## config.mk

```make
export PLATFORM = sky130hd
export DESIGN_NAME = dmem_arbiter
export DESIGN_NICKNAME = d
export VERILOG_FILES = /design/src/rtl/dmem_arbiter.sv
export SDC_FILE = /design/constraint.sdc
export NUM_CORES = 1
export LEC_CHECK = 0
export ABC_AREA = 0
export ABC_CLOCK_PERIOD_IN_PS = 4850
export CAP_MARGIN = 5
export CORE_MARGIN = 2
export CORE_UTILIZATION = 42
export DETAILED_ROUTE_END_ITERATION = 10
export PLACE_DENSITY = 0.86
export SYNTH_ARGS = -nofsm -noshare
export SYNTH_HDL_FRONTEND = slang
export SYNTH_SLANG_ARGS = --single-unit
```

## constraint.sdc

```tcl
create_clock -name clk -period 4.85 [get_ports clk]
set_clock_uncertainty 0.2 [all_clocks]
set_input_delay 0.97 -clock clk [delete_from_list [all_inputs] [get_ports clk]]
set_output_delay 0.97 -clock clk [all_outputs]
set_load 0.01 [all_outputs]
```

## src/rtl/dmem_arbiter.sv

```systemverilog
// Two-requester (cpu, dma) data-memory arbiter.
// One transaction at a time: a grant in IDLE, the memory access in ACCESS,
// and the response in RESP.
// RV32 size codes are checked for alignment when the request is latched.
// A misaligned access or a 64-bit access never touches memory.
//
// state  | meaning
// IDLE   | arbitrating; req_ready goes to the winner
// ACCESS | latched request drives memory; a write commits on exit
// RESP   | owner's resp_valid high for one cycle
module dmem_arbiter #(
    parameter int DATA_WIDTH = 32
) (
    input  logic                  clk,
    input  logic                  rst_n,
    input  logic                  cpu_req_valid,
    output logic                  cpu_req_ready,
    input  logic [DATA_WIDTH-1:0] cpu_addr,
    input  logic [DATA_WIDTH-1:0] cpu_wdata,
    input  logic                  cpu_we,
    input  logic [2:0]            cpu_funct3,
    output logic                  cpu_resp_valid,
    output logic [DATA_WIDTH-1:0] cpu_resp_rdata,
    output logic                  cpu_resp_err,
    input  logic                  dma_req_valid,
    output logic                  dma_req_ready,
    input  logic [DATA_WIDTH-1:0] dma_addr,
    input  logic [DATA_WIDTH-1:0] dma_wdata,
    input  logic                  dma_we,
    input  logic [2:0]            dma_funct3,
    output logic                  dma_resp_valid,
    output logic [DATA_WIDTH-1:0] dma_resp_rdata,
    output logic                  dma_resp_err,
    output logic                  mem_wr_en,
    output logic [DATA_WIDTH-1:0] mem_addr,
    output logic [DATA_WIDTH-1:0] mem_wdata,
    output logic [2:0]            mem_funct3,
    input  logic [DATA_WIDTH-1:0] mem_rdata,
    output logic                  busy
);

    typedef enum logic [1:0] {S_IDLE, S_ACCESS, S_RESP} state_t;

    localparam logic OWN_CPU = 1'b0;
    localparam logic OWN_DMA = 1'b1;

    state_t                state_q, state_d;
    logic                  last_grant_q;
    logic                  owner_q;
    logic [DATA_WIDTH-1:0] addr_q;
    logic [DATA_WIDTH-1:0] wdata_q;
    logic                  we_q;
    logic [2:0]            funct3_q;
    logic                  err_q;
    logic [DATA_WIDTH-1:0] cpu_rdata_q, dma_rdata_q;
    logic                  cpu_err_q, dma_err_q;

    logic                  gnt_cpu, gnt_dma, hs;
    logic [DATA_WIDTH-1:0] sel_addr, sel_wdata;
    logic                  sel_we;
    logic [2:0]            sel_funct3;
    logic                  sel_err;
    logic [DATA_WIDTH-1:0] resp_data;

    // Arbitration: a lone requester wins; a tie goes to the one not granted last.
    // Requests are only considered in IDLE, so a grant is also a handshake.
    always_comb begin
        gnt_cpu = 1'b0;
        gnt_dma = 1'b0;
        if (state_q == S_IDLE) begin
            gnt_cpu = cpu_req_valid && (!dma_req_valid || last_grant_q == OWN_DMA);
            gnt_dma = dma_req_valid && (!cpu_req_valid || last_grant_q == OWN_CPU);
        end
        hs         = gnt_cpu || gnt_dma;
        sel_addr   = gnt_dma ? dma_addr   : cpu_addr;
        sel_wdata  = gnt_dma ? dma_wdata  : cpu_wdata;
        sel_we     = gnt_dma ? dma_we     : cpu_we;
        sel_funct3 = gnt_dma ? dma_funct3 : cpu_funct3;
        case (sel_funct3[1:0])
            2'b01:   sel_err = sel_addr[0];
            2'b10:   sel_err = (sel_addr[1:0] != 2'b00);
            2'b11:   sel_err = 1'b1;
            default: sel_err = 1'b0;
        endcase
        resp_data = (!we_q && !err_q) ? mem_rdata : '0;
    end

    // Next-state logic.
    always_comb begin
        state_d = state_q;
        case (state_q)
            S_IDLE:   if (hs) state_d = S_ACCESS;
            S_ACCESS: state_d = S_RESP;
            S_RESP:   state_d = S_IDLE;
            default:  state_d = S_IDLE;
        endcase
    end

    // Outputs decoded from state. Ready is gated by rst_n so it stays low
    // while reset is held.
    always_comb begin
        cpu_req_ready  = rst_n && gnt_cpu;
        dma_req_ready  = rst_n && gnt_dma;
        mem_wr_en      = (state_q == S_ACCESS) && we_q && !err_q;
        cpu_resp_valid = (state_q == S_RESP) && (owner_q == OWN_CPU);
        dma_resp_valid = (state_q == S_RESP) && (owner_q == OWN_DMA);
        busy           = (state_q != S_IDLE);
        mem_addr       = addr_q;
        mem_wdata      = wdata_q;
        mem_funct3     = funct3_q;
        cpu_resp_rdata = cpu_rdata_q;
        cpu_resp_err   = cpu_err_q;
        dma_resp_rdata = dma_rdata_q;
        dma_resp_err   = dma_err_q;
    end

    // State register.
    always_ff @(posedge clk or negedge rst_n) begin
        if (!rst_n) state_q <= S_IDLE;
        else        state_q <= state_d;
    end

    // Request latch and grant history, both updated on a handshake.
    always_ff @(posedge clk or negedge rst_n) begin
        if (!rst_n) begin
            last_grant_q <= OWN_CPU;
            owner_q      <= OWN_CPU;
            addr_q       <= '0;
            wdata_q      <= '0;
            we_q         <= 1'b0;
            funct3_q     <= 3'b000;
            err_q        <= 1'b0;
        end else if (hs) begin
            last_grant_q <= gnt_dma;
            owner_q      <= gnt_dma;
            addr_q       <= sel_addr;
            wdata_q      <= sel_wdata;
            we_q         <= sel_we;
            funct3_q     <= sel_funct3;
            err_q        <= sel_err;
        end
    end

    // Per-requester response registers, loaded at ACCESS exit and held after.
    always_ff @(posedge clk or negedge rst_n) begin
        if (!rst_n) begin
            cpu_rdata_q <= '0;
            cpu_err_q   <= 1'b0;
            dma_rdata_q <= '0;
            dma_err_q   <= 1'b0;
        end else if (state_q == S_ACCESS) begin
            if (owner_q == OWN_CPU) begin
                cpu_rdata_q <= resp_data;
                cpu_err_q   <= err_q;
            end else begin
                dma_rdata_q <= resp_data;
                dma_err_q   <= err_q;
            end
        end
    end

endmodule
```

==> metrics.csv, run 1 <==
metric,value,unit
status,finished clean,
worst_pin_slew,1076,ps
pwr-share-comb,0.428,
first_global_vias,5611,
cp-end-kind,primary output,
reg2reg_to,mem_addr[21]$_DFFE_PN0P_,
cts_buffers,17,
fin_crit,4027,ps
p_switching,0.001962,W
ys_seq_elements,138,
clkSinkCount,138,
cts_resized,0,
start_util,0.4308,
cts_max_level,4,
postPlaceCellArea,8894,um^2
worstPathRequired,3680,ps
grt_use_total,0.2562,
ys_seq_area_frac,0.6029,
p_int,0.003616,W
r2r-start,state_q[1]$_DFFE_PN0P_,
start_kind,primary input,
crit_arrival,2860,ps
grt_pass1_wl,28.76,mm
routed_wl,18.25,mm
synth_cell_types,24,
power_frac_seq,0.326,
dp_cells,1090,
tritoncts,yes,
yosys_warnings,0,
final_common_cell,clkdlybuf4s50_1,
rows,42,
powerDensity,585.8,nW/um^2
clk_latency,410,ps
crit_family,buffers and inverters,
rsz0062_at_grt,false,
cts-root-buf,clkbuf_16,
avgViaCountPerCell,4.994,
hold_violations,0,
cp_max_fo,3,
crit_path_frequent_cell,clkdlybuf4s50_1,
cts_hold_buf,0,
synthesis.nets,815,
die_y,120.8,um
firstDrtPassIters,5,
antenna_found_initial,0,
drv_cap,0,
grt_max_degree,98,
max_stage_delay,540,ps
die_area,14590,um^2
clockBufferDepth,2,
synthCells,643,
path_class,in -> out,
critPathBufInv,2,
synth_area,5728,um^2
setup_ws,822.5,ps
final_cell_mix,"309 x clkdlybuf4s50_1, 231 x nand2_1, 138 x dfrtp_1",
grt.overflow.total,0,
synth_top_area_cell,dfrtp_1,
fin_cells,1122,
reg2reg_depth,6,
final_nets,1105,
place_ws,861.7,ps
regArea,3453,um^2
drt_iter0_drc,333,
power.leakage,4.003,nW
multi_input_area,2042,um^2
fp.dieW,120.8,um
final.fill_count,990,
ant_nets,0,
vias,5603,
core,13300,um^2
fin_area,9522,um^2
hpwl,13.02,mm
finalSetupTns,0,ps
io_pins,311,
synthDominantCellAreaShare,0.6029,
r2r_slack,2490,ps
hp-class,in -> async,
area_growth,66.23,%
setup_viol,0,
post-route-period-util,0.8304,
cp_cell_sequence,clkdlybuf4s50_1 -> or3b_2 -> a21oi_1 -> and2_1 -> clkdlybuf4s50_1,
place_congestion,0.8079,
slew_headroom,0.2803,
finalMaxSlewViolations,0,
pwr-share-clk,0.246,
post_cts_buffers,0,
path_clk_slew,60,ps
swShare,0.3518,
antenna_cells,0,
slowest_stage,clkdlybuf4s50_1,
synth.avg_cell_area,8.908,um^2
io_buffers,310,
drc,0,
ys_top_cells_by_area,"dfrtp_1 60%, nand2_1 15%, a31oi_1 7.3%",
critPathLaunch,cpu_req_valid,
clock.fmax,248.3,MHz
drt-wirelength-per-cell,16.27,um
ir_drop,0.5352,mV
drive_above_1_share,0.05074,
==> logic make-up (layout without fill, tap and decap cells) <==
group / count (synthesis) / count (layout) / share of synthesized area
simple gates: 315 / 315 / 0.2143
flops: 138 / 138 / 0.6029
compound gates: 137 / 137 / 0.1361
buf+inv: 51 / 354 / 0.04281
mux: 2 / 2 / 0.003932
==> metal layers <==
| layer | global-route usage | wire (um) | vias to the layer above |
|---|---|---|---|
| met3 | 0.08585 | 1685 | 36 |
| met1 | 0.2923 | 6787 | 2596 |
| met2 | 0.4403 | 9255 | 259 |
| met5 | 0 | 0 | - |
| met4 | 0.1054 | 523 | 0 |
| li1 | - | - | 2712 |
==> sequential cells by signal, summed over array words and instances (netlist names) <==
name,cells
cpu_resp_err,1
mem_addr,32
dma_resp_err,1
dma_resp_rdata,32
mem_wdata,32
we_q,1
state_q,2
owner_q,1
mem_funct3,3
err_q,1
cpu_resp_rdata,32
==> synthesized netlist by cell type <==
cell type / number
nand2_1: 233
dfrtp_1: 138
nor2_1: 68
a31oi_1: 67
o21ai_0: 64
buf_2: 25
clkbuf_1: 18
inv_1: 4
a21oi_1: 3
buf_6: 3
a222oi_1: 2
and2_1: 2
mux2_2: 2
nor3_1: 2
nor3b_1: 2
or3_1: 2
and2b_1: 1
and3_4: 1
and3b_1: 1
inv_2: 1
nand3_1: 1
nor2_2: 1
o21ai_1: 1
or3b_2: 1
==> metrics by stage <==
step           power [W]  hold slack, ps  utilization
6_report        0.005578           215.7       0.7162
5_1_grt         0.005930           218.9       0.7162
4_1_cts         0.005627           205.2       0.7162
3_5_place_dp    0.004231           269.2       0.6689
3_3_place_gp    0.004168           260.4       0.6689
2_1_floorplan   0.002982           305.0            -
==> worst max path at each step <==
stage / slack, ps / cells past startpoint / endpoint
floorplan: 1910 / 3 / cpu_req_ready
global placement: 870 / 5 / cpu_req_ready
detailed placement: 860 / 5 / cpu_req_ready
CTS: 850 / 5 / cpu_req_ready
global route: 690 / 5 / cpu_req_ready
finish: 820 / 5 / cpu_req_ready
==> layout make-up <==
| cell class | instances | share of cell area |
|---|---|---|
| Timing Repair Buffer | 317 | 0.3315 |
| Sequential cell | 138 | 0.3627 |
| Clock buffer | 21 | 0.04836 |
| Clock inverter | 11 | 0.01761 |
| Multi-Input combinational cell | 454 | 0.2145 |
| Inverter | 5 | 0.002234 |
| Tap cell | 176 | 0.02313 |
==> power by group through the flow <==
stage	sequential (W)	combinational, W	clock (W)
2_1_floorplan	0.00199	0.000991	0
3_3_place_gp	0.00181	0.00235	0
3_5_place_dp	0.00184	0.00239	0
4_1_cts	0.00182	0.00241	0.00139
5_1_grt	0.00187	0.00261	0.00144
6_report	0.00182	0.00239	0.00137
==> worst reg2reg max path, cell delays in order (launching register included) <==
cell	delay [ps]
dfrtp_1	430
nor2_2	210
o21ai_1	170
inv_4	660
buf_4	390
nor2_1	70
a31oi_1	150
Note: power is estimated with default switching activity, not from simulation.
==> run 2, diff against run 1 <==
ABC_CLOCK_PERIOD_IN_PS = 3300   (was 4850)
CORE_UTILIZATION = 35   (was 42)
PLACE_DENSITY = 0.76   (was 0.86)
clock period = 3.3 ns   (was 4.85 ns; I/O delays follow)
==> metrics.csv, run 2 (synthesized netlist as in run 1, its figures left out) <==
metric,value,unit
start_util,0.3593,
path_class,in -> out,
fin_crit,3033,ps
tritoncts,yes,
clockBufferDepth,2,
max_stage_delay,530,ps
grt.overflow.total,0,
rows,46,
whs,223.4,ps
place_congestion,0.8280,
dp_cells,1137,
clkSinkCount,138,
io_buffers,310,
drt-wirelength-per-cell,15.65,um
worst_pin_slew,1013,ps
die_area,17410,um^2
drive_above_1_share,0.05987,
start_kind,primary input,
worstPathRequired,2440,ps
slew_headroom,0.3249,
die_y,131.9,um
core,15940,um^2
drt_iter0_drc,207,
crit_arrival,2170,ps
grt_pass1_wl,28.97,mm
drc,0,
io_pins,311,
critPathBufInv,3,
routed_wl,18.28,mm
final_cell_mix,"308 x clkdlybuf4s50_1, 231 x nand2_1, 138 x dfrtp_1",
cp-end-kind,primary output,
antenna_cells,0,
clock.fmax,329.7,MHz
first_global_vias,5513,
cp_cell_sequence,clkdlybuf4s50_1 -> buf_4 -> nand2_1 -> and3_4 -> and2_1 -> clkdlybuf4s50_1,
ir_drop,0.3519,mV
fp.dieW,131.9,um
antenna_found_initial,0,
power.leakage,4.066,nW
post_cts_buffers,0,
final_nets,1112,
clk_latency,410,ps
final_common_cell,clkdlybuf4s50_1,
firstDrtPassIters,4,
path_clk_slew,60,ps
hold_violations,0,
grt_max_degree,80,
powerDensity,857.7,nW/um^2
crit_family,buffers and inverters,
area_growth,68.79,%
finalMaxSlewViolations,0,
status,finished clean,
cp_max_fo,2,
ant_nets,0,
hp-class,in -> async,
avgViaCountPerCell,4.743,
vias,5540,
cts_max_level,4,
grt_use_total,0.2100,
setup_viol,0,
hpwl,13.45,mm
drv_cap,0,
crit_path_frequent_cell,clkdlybuf4s50_1,
rsz0062_at_grt,false,
post-route-period-util,0.9191,
slowest_stage,clkdlybuf4s50_1,
cts_hold_buf,0,
cts_buffers,17,
cts-root-buf,clkbuf_16,
fin_cells,1168,
run 2: changes by cell type in the layout (fill, tap and decap cells not counted), sizes merged:
cell           previous run  this run
buf                       8        15
clkbuf                   21        19
clkdlybuf4s50           309       308
clkinv                    4         3
dlymetal6s2s              0         1
inv                       6         8
run 2: per-stage QoR:
step                        util  instance area (um^2)  worst slack (ps)  TNS (ps)  power, W
after floorplan                -                  5728             979.2         0  0.004382
after global placement    0.5658                  9021             21.13         0  0.006222
after detailed placement  0.5658                  9021            -13.91    -13.91  0.006303
after CTS                 0.6063                  9666             17.97         0  0.008390
after global routing      0.6064                  9668             230.6         0  0.008804
final                     0.6064                  9668             266.9         0  0.008292
run 2: worst reg2reg max path, cell delays in order, from the launching register on:
cell and delay (ps):
dfrtp_1 420, nor2_2 200, and3_4 210, buf_4 430
buf_4 390, nand2_1 90, a31oi_1 180
run 2: power by group:
group,internal [W],switching (W)
clock,0.00131,0.000740
combinational,0.00175,0.00182
sequential,0.00232,0.000349
total,0.00538,0.00291
run 2: layout make-up:
class                      instances  area, um^2
clock buffer                      19       452.9
clock inverter                    12       187.7
fill                            1420        6275
inverter                           5       21.27
multi-input combinational        454        2046
sequential                       138        3453
tap                              216       270.3
timing repair buffer             324        3237
run 2: repair_timing:
| item | in CTS | in global routing |
|---|---|---|
| gates resized for setup | 1 | 1 |
| gates cloned | 0 | 0 |
| endpoints found under the setup margin | 1 | 1 |
| endpoints found under the hold margin | 0 | 0 |
run 2: path summary, 6_finish.rpt:
kind | startpoint | endpoint | slack (ps) | cells past startpoint
setup / recovery | cpu_req_valid | dma_req_ready | 270 | 6
hold / removal | rst_n | owner_q$_DFFE_PN0P_ | 220 | 2
setup reg to reg | state_q[1]$_DFFE_PN0P_ | mem_wdata[2]$_DFFE_PN0P_ | 1100 | 6
hold reg to reg | dma_resp_rdata[7]$_DFFE_PN0P_ | dma_resp_rdata[7]$_DFFE_PN0P_ | 280 | 2
max in group asynchronous | rst_n | mem_addr[5]$_DFFE_PN0P_ | 1920 | 2
min in group clk | dma_resp_rdata[7]$_DFFE_PN0P_ | dma_resp_rdata[7]$_DFFE_PN0P_ | 280 | 2
run 2: per-layer routing:
| metal | part of all wire | track usage |
|---|---|---|
| met1 | 0.41 | 0.2462 |
| met2 | 0.50 | 0.3608 |
| met3 | 0.077 | 0.06959 |
| met4 | 0.019 | 0.07367 |
| met5 | 0 | 0 |
